`config.mk`:
```
export PLATFORM = sky130hd
export DESIGN_NAME = mac_acc_v3_flat
export DESIGN_NICKNAME = d
export VERILOG_FILES = /design/src/rtl/mac_acc_v3_if.sv /design/src/rtl/mac_acc_v3.sv /design/src/flat_wrapper.sv
export SDC_FILE = /design/constraint.sdc
export NUM_CORES = 2
export LEC_CHECK = 0
export BUFFER_PORTS_ARGS = -buffer_cell sky130_fd_sc_hd__buf_2
export CAP_MARGIN = 0
export CORE_ASPECT_RATIO = 0.5
export CORE_UTILIZATION = 40
export DETAILED_ROUTE_END_ITERATION = 10
export PLACE_DENSITY = 0.67
export SKIP_LAST_GASP = 1
export SLEW_MARGIN = 40
export SYNTH_ARGS = -nofsm -noshare
export SYNTH_HDL_FRONTEND = slang
export SYNTH_SLANG_ARGS = --single-unit
```
`constraint.sdc`:
```
create_clock -name clk -period 5.9 [get_ports clk]
set_clock_uncertainty 0.2 [all_clocks]
set_input_delay 0.59 -clock clk [delete_from_list [all_inputs] [get_ports clk]]
set_output_delay 0.59 -clock clk [all_outputs]
set_load 0.05 [all_outputs]
```
`src/rtl/mac_acc_v3_if.sv`:
```
// mac_acc_v3_if: sample/result bus for the framed MAC engine
interface mac_acc_v3_if #(
    parameter int AW   = 27,
    parameter int BW   = 18,
    parameter int PW   = 48,
    parameter int CNTW = 16
);
    logic                   in_valid;
    logic                   sload;
    logic                   last;
    logic [1:0]             mode;
    logic signed [AW-1:0]   ain;
    logic signed [BW-1:0]   bin;
    logic signed [PW-1:0]   pout;
    logic                   res_valid;
    logic signed [PW-1:0]   res;
    logic [CNTW-1:0]        res_cnt;
    logic                   ovf;

    modport master (
        output in_valid, sload, last, mode, ain, bin,
        input  pout, res_valid, res, res_cnt, ovf
    );

    modport slave (
        input  in_valid, sload, last, mode, ain, bin,
        output pout, res_valid, res, res_cnt, ovf
    );
endinterface

```
`src/rtl/mac_acc_v3.sv`:
```
// mac_acc_v3: 3-stage framed signed MAC; define MAC_ACC_SAT_EN to clamp on overflow instead of wrapping
module mac_acc_v3 #(
    parameter int AW   = 27,
    parameter int BW   = 18,
    parameter int PW   = 48,
    parameter int CNTW = 16
) (
    input  logic         clk,
    input  logic         rst_n,
    mac_acc_v3_if.slave  bus
);
    localparam int MW = AW + BW;
    localparam logic [PW-1:0]   MAXV = {1'b0, {(PW-1){1'b1}}};
    localparam logic [PW-1:0]   MINV = {1'b1, {(PW-1){1'b0}}};
    localparam logic [CNTW-1:0] CMAX = '1;

    if (PW < MW) begin : g_pw_chk
        $error("mac_acc_v3: PW must be at least AW+BW");
    end

    logic                   r_v1, r_sl1, r_last1;
    logic [1:0]             r_mode1;
    logic signed [AW-1:0]   r_a1;
    logic signed [BW-1:0]   r_b1;
    logic                   r_v2, r_sl2, r_last2;
    logic [1:0]             r_mode2;
    logic signed [PW-1:0]   r_p2;
    logic signed [PW-1:0]   r_acc;
    logic [CNTW-1:0]        r_cnt;
    logic                   r_sticky;
    logic                   r_res_valid;
    logic signed [PW-1:0]   r_res;
    logic [CNTW-1:0]        r_res_cnt;
    logic                   r_ovf;

    logic signed [MW-1:0]   w_prod;
    logic signed [PW:0]     w_base_x;
    logic signed [PW:0]     w_p_x;
    logic signed [PW:0]     w_wide;
    logic                   w_of;
    logic signed [PW-1:0]   w_new;
    logic [CNTW-1:0]        w_cnt;
    logic                   w_sticky;

    // Stage 1: capture the qualified sample
    always_ff @(posedge clk) begin
        if (!rst_n) begin
            r_v1    <= 1'b0;
            r_sl1   <= 1'b0;
            r_last1 <= 1'b0;
            r_mode1 <= '0;
            r_a1    <= '0;
            r_b1    <= '0;
        end else begin
            r_v1    <= bus.in_valid;
            r_sl1   <= bus.sload;
            r_last1 <= bus.last;
            r_mode1 <= bus.mode;
            r_a1    <= bus.ain;
            r_b1    <= bus.bin;
        end
    end

    // Full-width signed product; operands widened first so no bits are lost
    always_comb w_prod = MW'(r_a1) * MW'(r_b1);

    // Stage 2: register the product sign-extended to accumulator width
    always_ff @(posedge clk) begin
        if (!rst_n) begin
            r_v2    <= 1'b0;
            r_sl2   <= 1'b0;
            r_last2 <= 1'b0;
            r_mode2 <= '0;
            r_p2    <= '0;
        end else begin
            r_v2    <= r_v1;
            r_sl2   <= r_sl1;
            r_last2 <= r_last1;
            r_mode2 <= r_mode1;
            r_p2    <= PW'(w_prod);
        end
    end

    // Accumulate one bit wider so signed overflow shows as a top-bit disagreement
    always_comb begin
        w_base_x = r_sl2 ? '0 : (PW+1)'(r_acc);
        w_p_x    = (PW+1)'(r_p2);
        w_wide   = r_mode2 == 2'b01 ? w_base_x - w_p_x :
                   r_mode2 == 2'b10 ? w_p_x - w_base_x : w_base_x + w_p_x;
        w_of     = w_wide[PW] != w_wide[PW-1];
`ifdef MAC_ACC_SAT_EN
        w_new    = !w_of ? w_wide[PW-1:0] : w_wide[PW] ? MINV : MAXV;
`else
        w_new    = w_wide[PW-1:0];
`endif
        w_cnt    = r_sl2 ? CNTW'(1) : r_cnt == CMAX ? r_cnt : r_cnt + 1'b1;
        w_sticky = (r_sl2 ? 1'b0 : r_sticky) | w_of;
    end

    // Stage 3: update accumulator state and emit the frame result on last
    always_ff @(posedge clk) begin
        if (!rst_n) begin
            r_acc       <= '0;
            r_cnt       <= '0;
            r_sticky    <= 1'b0;
            r_res_valid <= 1'b0;
            r_res       <= '0;
            r_res_cnt   <= '0;
            r_ovf       <= 1'b0;
        end else begin
            r_res_valid <= r_v2 & r_last2;
            if (r_v2) begin
                r_acc    <= w_new;
                r_cnt    <= w_cnt;
                r_sticky <= w_sticky;
                if (r_last2) begin
                    r_res     <= w_new;
                    r_res_cnt <= w_cnt;
                    r_ovf     <= w_sticky;
                end
            end
        end
    end

    assign bus.pout      = r_acc;
    assign bus.res_valid = r_res_valid;
    assign bus.res       = r_res;
    assign bus.res_cnt   = r_res_cnt;
    assign bus.ovf       = r_ovf;
endmodule

```
`src/flat_wrapper.sv`:
```
// flat-port wrapper written by rule: the top's interface ports become plain ports
module mac_acc_v3_flat 
#(
    parameter int AW   = 27,
    parameter int BW   = 18,
    parameter int PW   = 48,
    parameter int CNTW = 16
)
  (clk, rst_n, bus_in_valid, bus_sload, bus_last, bus_mode, bus_ain, bus_bin, bus_pout, bus_res_valid, bus_res, bus_res_cnt, bus_ovf);
  mac_acc_v3_if #(.AW(AW), .BW(BW), .PW(PW), .CNTW(CNTW)) bus_i ();
  input  logic clk;
  input  logic rst_n;
  input wire logic [$bits(bus_i.in_valid)-1:0] bus_in_valid;
  input wire logic [$bits(bus_i.sload)-1:0] bus_sload;
  input wire logic [$bits(bus_i.last)-1:0] bus_last;
  input wire logic [$bits(bus_i.mode)-1:0] bus_mode;
  input wire logic [$bits(bus_i.ain)-1:0] bus_ain;
  input wire logic [$bits(bus_i.bin)-1:0] bus_bin;
  output wire logic [$bits(bus_i.pout)-1:0] bus_pout;
  output wire logic [$bits(bus_i.res_valid)-1:0] bus_res_valid;
  output wire logic [$bits(bus_i.res)-1:0] bus_res;
  output wire logic [$bits(bus_i.res_cnt)-1:0] bus_res_cnt;
  output wire logic [$bits(bus_i.ovf)-1:0] bus_ovf;
  assign bus_i.in_valid = bus_in_valid;
  assign bus_i.sload = bus_sload;
  assign bus_i.last = bus_last;
  assign bus_i.mode = bus_mode;
  assign bus_i.ain = bus_ain;
  assign bus_i.bin = bus_bin;
  assign bus_pout = bus_i.pout;
  assign bus_res_valid = bus_i.res_valid;
  assign bus_res = bus_i.res;
  assign bus_res_cnt = bus_i.res_cnt;
  assign bus_ovf = bus_i.ovf;
  mac_acc_v3 #(.AW(AW), .BW(BW), .PW(PW), .CNTW(CNTW)) u_core (.clk(clk), .rst_n(rst_n), .bus(bus_i));
endmodule
```
==> flow_metrics.py <==
metrics = {
    "sta": {
        "max_freq_mhz": 162,
        "rsz0062_at_grt": "yes",
        "slew_violations": 0,
        "holdWs_ns": 0.0297,
        "fin_ws_ns": -0.281,
        "period_needed_ns": 6.18,
        "finalCritPeriodShare_pct": 105,
        "hold_viol_final": 0,
        "setup_viol": 18,
        "worstMarginPinSlew_ns": 0.850,
        "slew_headroom_pct": 42.6,
    },
    "pwr": {
        "switching_share_pct": 48.8,
        "clock_power_share_pct": 13.2,
        "p_leak_uw": 0.0183,
        "p_per_area_mw_per_mm2": 349,
        "p_sw_uw": 6560,
        "ir_worst_vdd_mv": 0.260,
        "p_comb_share_pct": 72.1,
        "internal-power_uw": 6900,
        "pwr-share-seq_pct": 14.7,
    },
    "clock_network": {
        "cts.sinks": 231,
        "cts_buffer_depth": 3,
        "htree_levels": 1,
        "clk_pin_slew_worst_paths_ns": 0.07,
        "cts_made_buffers": 26,
        "root_buffer": "clkbuf_16",
        "clock_latency_ns": 0.61,
        "cts_tree": "built",
    },
    "critical_path": {
        "r2r_slack_ns": -0.28,
        "end_kind": "flip-flop",
        "worst_path_most_repeated_cell": "fa_1",
        "crit_path_cell_trace": "buf_12, and2_4, fa_1, inv_1, fa_1, fa_1, inv_1, fa_1, fa_1, inv_2, fa_1, inv_2, ha_4, a21oi_4, o21ai_2, a211o_1, o211a_1, o21ai_4, a211oi_2, o31a_1, o21ai_1, nor3b_2",
        "critPathMaxStageDelay_ns": 0.53,
        "crit_required_ns": 6.22,
        "cp.arrival_ns": 6.50,
        "worstSetupPathType": "flip-flop to flip-flop",
        "critPathSlowestCell": "fa_1",
        "cp_max_fo": 5,
        "critPathLaunchType": "flip-flop",
    },
    "drt": {
        "dr.pass1.iters": 5,
        "routed_wl_mm": 97.5,
        "routedWlPerCell_um": 18.2,
        "vias": 27900,
        "drt_iter0_markers": 2245,
        "drc": 0,
        "ant_nets": 0,
        "via_per_inst": 5.22,
    },
    "floorplanning": {
        "dieWidth_um": 404,
        "io_pins": 166,
        "die_h_um": 203,
        "start_util_pct": 40.5,
        "placementRows": 73,
        "dieArea_mm2": 0.0819,
        "core_area_mm2": 0.0796,
    },
    "global_route": {
        "grt.total_usage_pct": 23.4,
        "antenna_found_initial": 0,
        "gr-total-overflow": 0,
        "grt_first_pass_wirelength_mm": 153,
        "grt_start_max_net_pins": 82,
        "grt_pass1_vias": 27500,
    },
    "placement": {
        "place_hpwl_mm": 79.8,
        "portBuffers": 165,
        "gp_congestion": 0.974,
        "dp_slack_ns": -0.625,
    },
    "worst_hold_path": {
        "hold_class": "input port to flip-flop",
    },
    "yosys": {
        "synth.top_cell.area_share_pct": 29.5,
        "synth_edf_count": 0,
        "seq_area_frac_synth_pct": 14.3,
        "syn-instance-count": 3891,
        "netlist_area_mm2": 0.0323,
        "yosysWarningCount": 0,
        "synth_top_cell_by_area": "fa_1",
        "synth_area_leaders": "fa_1, dfxtp_1, ha_1",
        "synth_cell_type_count": 97,
        "async_flop_share_pct": 0,
        "synth_fp_nets": 4627,
        "synth_area_per_cell_um2": 8.30,
        "synth_seq_cells": 231,
        "synth_ff_type": "dfxtp_1",
    },
    "final_layout": {
        "area_growth_pct": 19.5,
        "antenna_cells": 0,
        "fillers": 7521,
        "drive_gt1_share_pct": 18.3,
        "layout_commonest_cell": "inv_1",
        "layout_common_cells": "inv_1, fa_1, nand2_1, buf_4, and2_1",
        "layout.nets": 4974,
    },
    "status": {
        "outcome": "complete, but fails checks",
        "violations": "negative setup slack",
    },
    "run": {
        "cap_violations": 0,
    },
}
## cells by family after synthesis
family,synth area share [%]
compound gates,14.3
xor+xnor,4.67
fa+ha+maj,37.6
buf+inv,9.84
flops,14.3
mux,1.06
simple gates,18.2
## per-stage QoR
stage                     power [µW]  util [%]  cell area (µm²)  instances  setup TNS, ns
after floorplan                 7780         -            32700       3891       -0.00301
after global placement         10700      45.5            36200       5225          -6.53
after detailed placement       10700      45.5            36200       5225          -9.46
after CTS                      13000      47.6            37900       5316          -1.89
after global routing           14500      48.4            38600       5345          -6.97
final                          13500      48.4            38600       5345          -2.50
## registers in the layout, summed over array words and instances (netlist names), 2 cells and up
| register | flops |
|---|---|
| u_core.bus.pout | 48 |
| u_core.bus.res | 48 |
| u_core.r_p2 | 45 |
| u_core.r_a1 | 27 |
| u_core.r_b1 | 18 |
| u_core.bus.res_cnt | 16 |
| u_core.r_cnt | 16 |
| u_core.r_mode1 | 2 |
| u_core.r_mode2 | 2 |
## cells in the mapped netlist (6+ instances only)
| cell type | count |
|---|---|
| nand3_1 | 30 |
| clkbuf_1 | 180 |
| o21ai_0 | 179 |
| nor2b_1 | 56 |
| ha_1 | 209 |
| o21bai_1 | 23 |
| and2_1 | 261 |
| mux2i_1 | 32 |
| inv_1 | 628 |
| o211ai_1 | 16 |
| nor4_1 | 9 |
| a31oi_1 | 17 |
| xor2_1 | 78 |
| or4_1 | 6 |
| a311oi_1 | 6 |
| or3_1 | 12 |
| a21o_1 | 62 |
| nand4_1 | 36 |
| a21oi_1 | 235 |
| dfxtp_1 | 231 |
| o31ai_1 | 14 |
| o21a_1 | 22 |
| fa_1 | 475 |
| and4_1 | 7 |
| and3_1 | 14 |
| xnor2_1 | 94 |
| nor3b_1 | 6 |
| nor3_1 | 41 |
| nand2b_1 | 16 |
| nand2_1 | 447 |
| a221oi_1 | 6 |
| buf_2 | 12 |
| a22oi_1 | 11 |
| a21boi_0 | 6 |
| nor2_1 | 236 |
| a211oi_1 | 56 |
| buf_1 | 7 |
## worst paths after layout
kind,startpoint,endpoint,cells past startpoint
min,bus_bin[15],u_core.r_b1[15]$_SDFF_PN0_,2
max reg2reg,u_core.r_a1[9]$_SDFF_PN0_,u_core.r_p2[42]$_SDFF_PN0_,22
min reg2reg,u_core.r_v1$_SDFF_PN0_,u_core.r_v2$_SDFF_PN0_,1
max,u_core.r_a1[9]$_SDFF_PN0_,u_core.r_p2[42]$_SDFF_PN0_,22
## timing repair
item                                    4_1_cts  5_1_grt
endpoints found under the setup margin       25       31
hold buffers                                 27        0
pin swaps                                    48       84
gates cloned                                  0        2
endpoints found under the hold margin        27        0
gates resized for setup                      98      129
setup buffers                                16       29
## cell type report
| class | count | area (µm²) | area share, % |
|---|---|---|---|
| Tap cell | 1087 | 1360 | 3.53 |
| Clock buffer | 31 | 709 | 1.84 |
| Timing Repair Buffer | 525 | 4000 | 10.4 |
| Inverter | 629 | 2360 | 6.13 |
| Clock inverter | 17 | 211 | 0.548 |
| Sequential cell | 231 | 4710 | 12.2 |
| Multi-Input combinational cell | 2825 | 25200 | 65.4 |
## power groups by stage
stage	Sequential, µW	Combinational [µW]	Clock (µW)
2_1_floorplan	1960	5820	0
5_1_grt	1980	10600	1890
4_1_cts	1960	9160	1830
3_5_place_dp	2000	8750	0
3_3_place_gp	2000	8650	0
6_report	1980	9710	1780
## routing by layer
| metal | routed length, µm | share of wire, % | track usage (%) | vias up |
|---|---|---|---|---|
| li1 | - | - | - | 13100 |
| met1 | 45700 | 47 | 35.4 | 13600 |
| met2 | 41400 | 42 | 35.3 | 1034 |
| met3 | 7870 | 8.1 | 3.46 | 146 |
| met4 | 2560 | 2.6 | 4.67 | 0 |
| met5 | 0 | 0 | 0 | - |
## worst max-delay path: cells and delay by family (launching register included)
family / cells / cell delay, ns
buffers and inverters: 5 / 0.34
DFF: 1 / 0.38
AOI/OAI and AO/OA: 8 / 1.57
and+or+nand+nor: 2 / 0.33
adders and majority gates: 7 / 3.28
No activity file was read; power rests on OpenSTA's default activity.
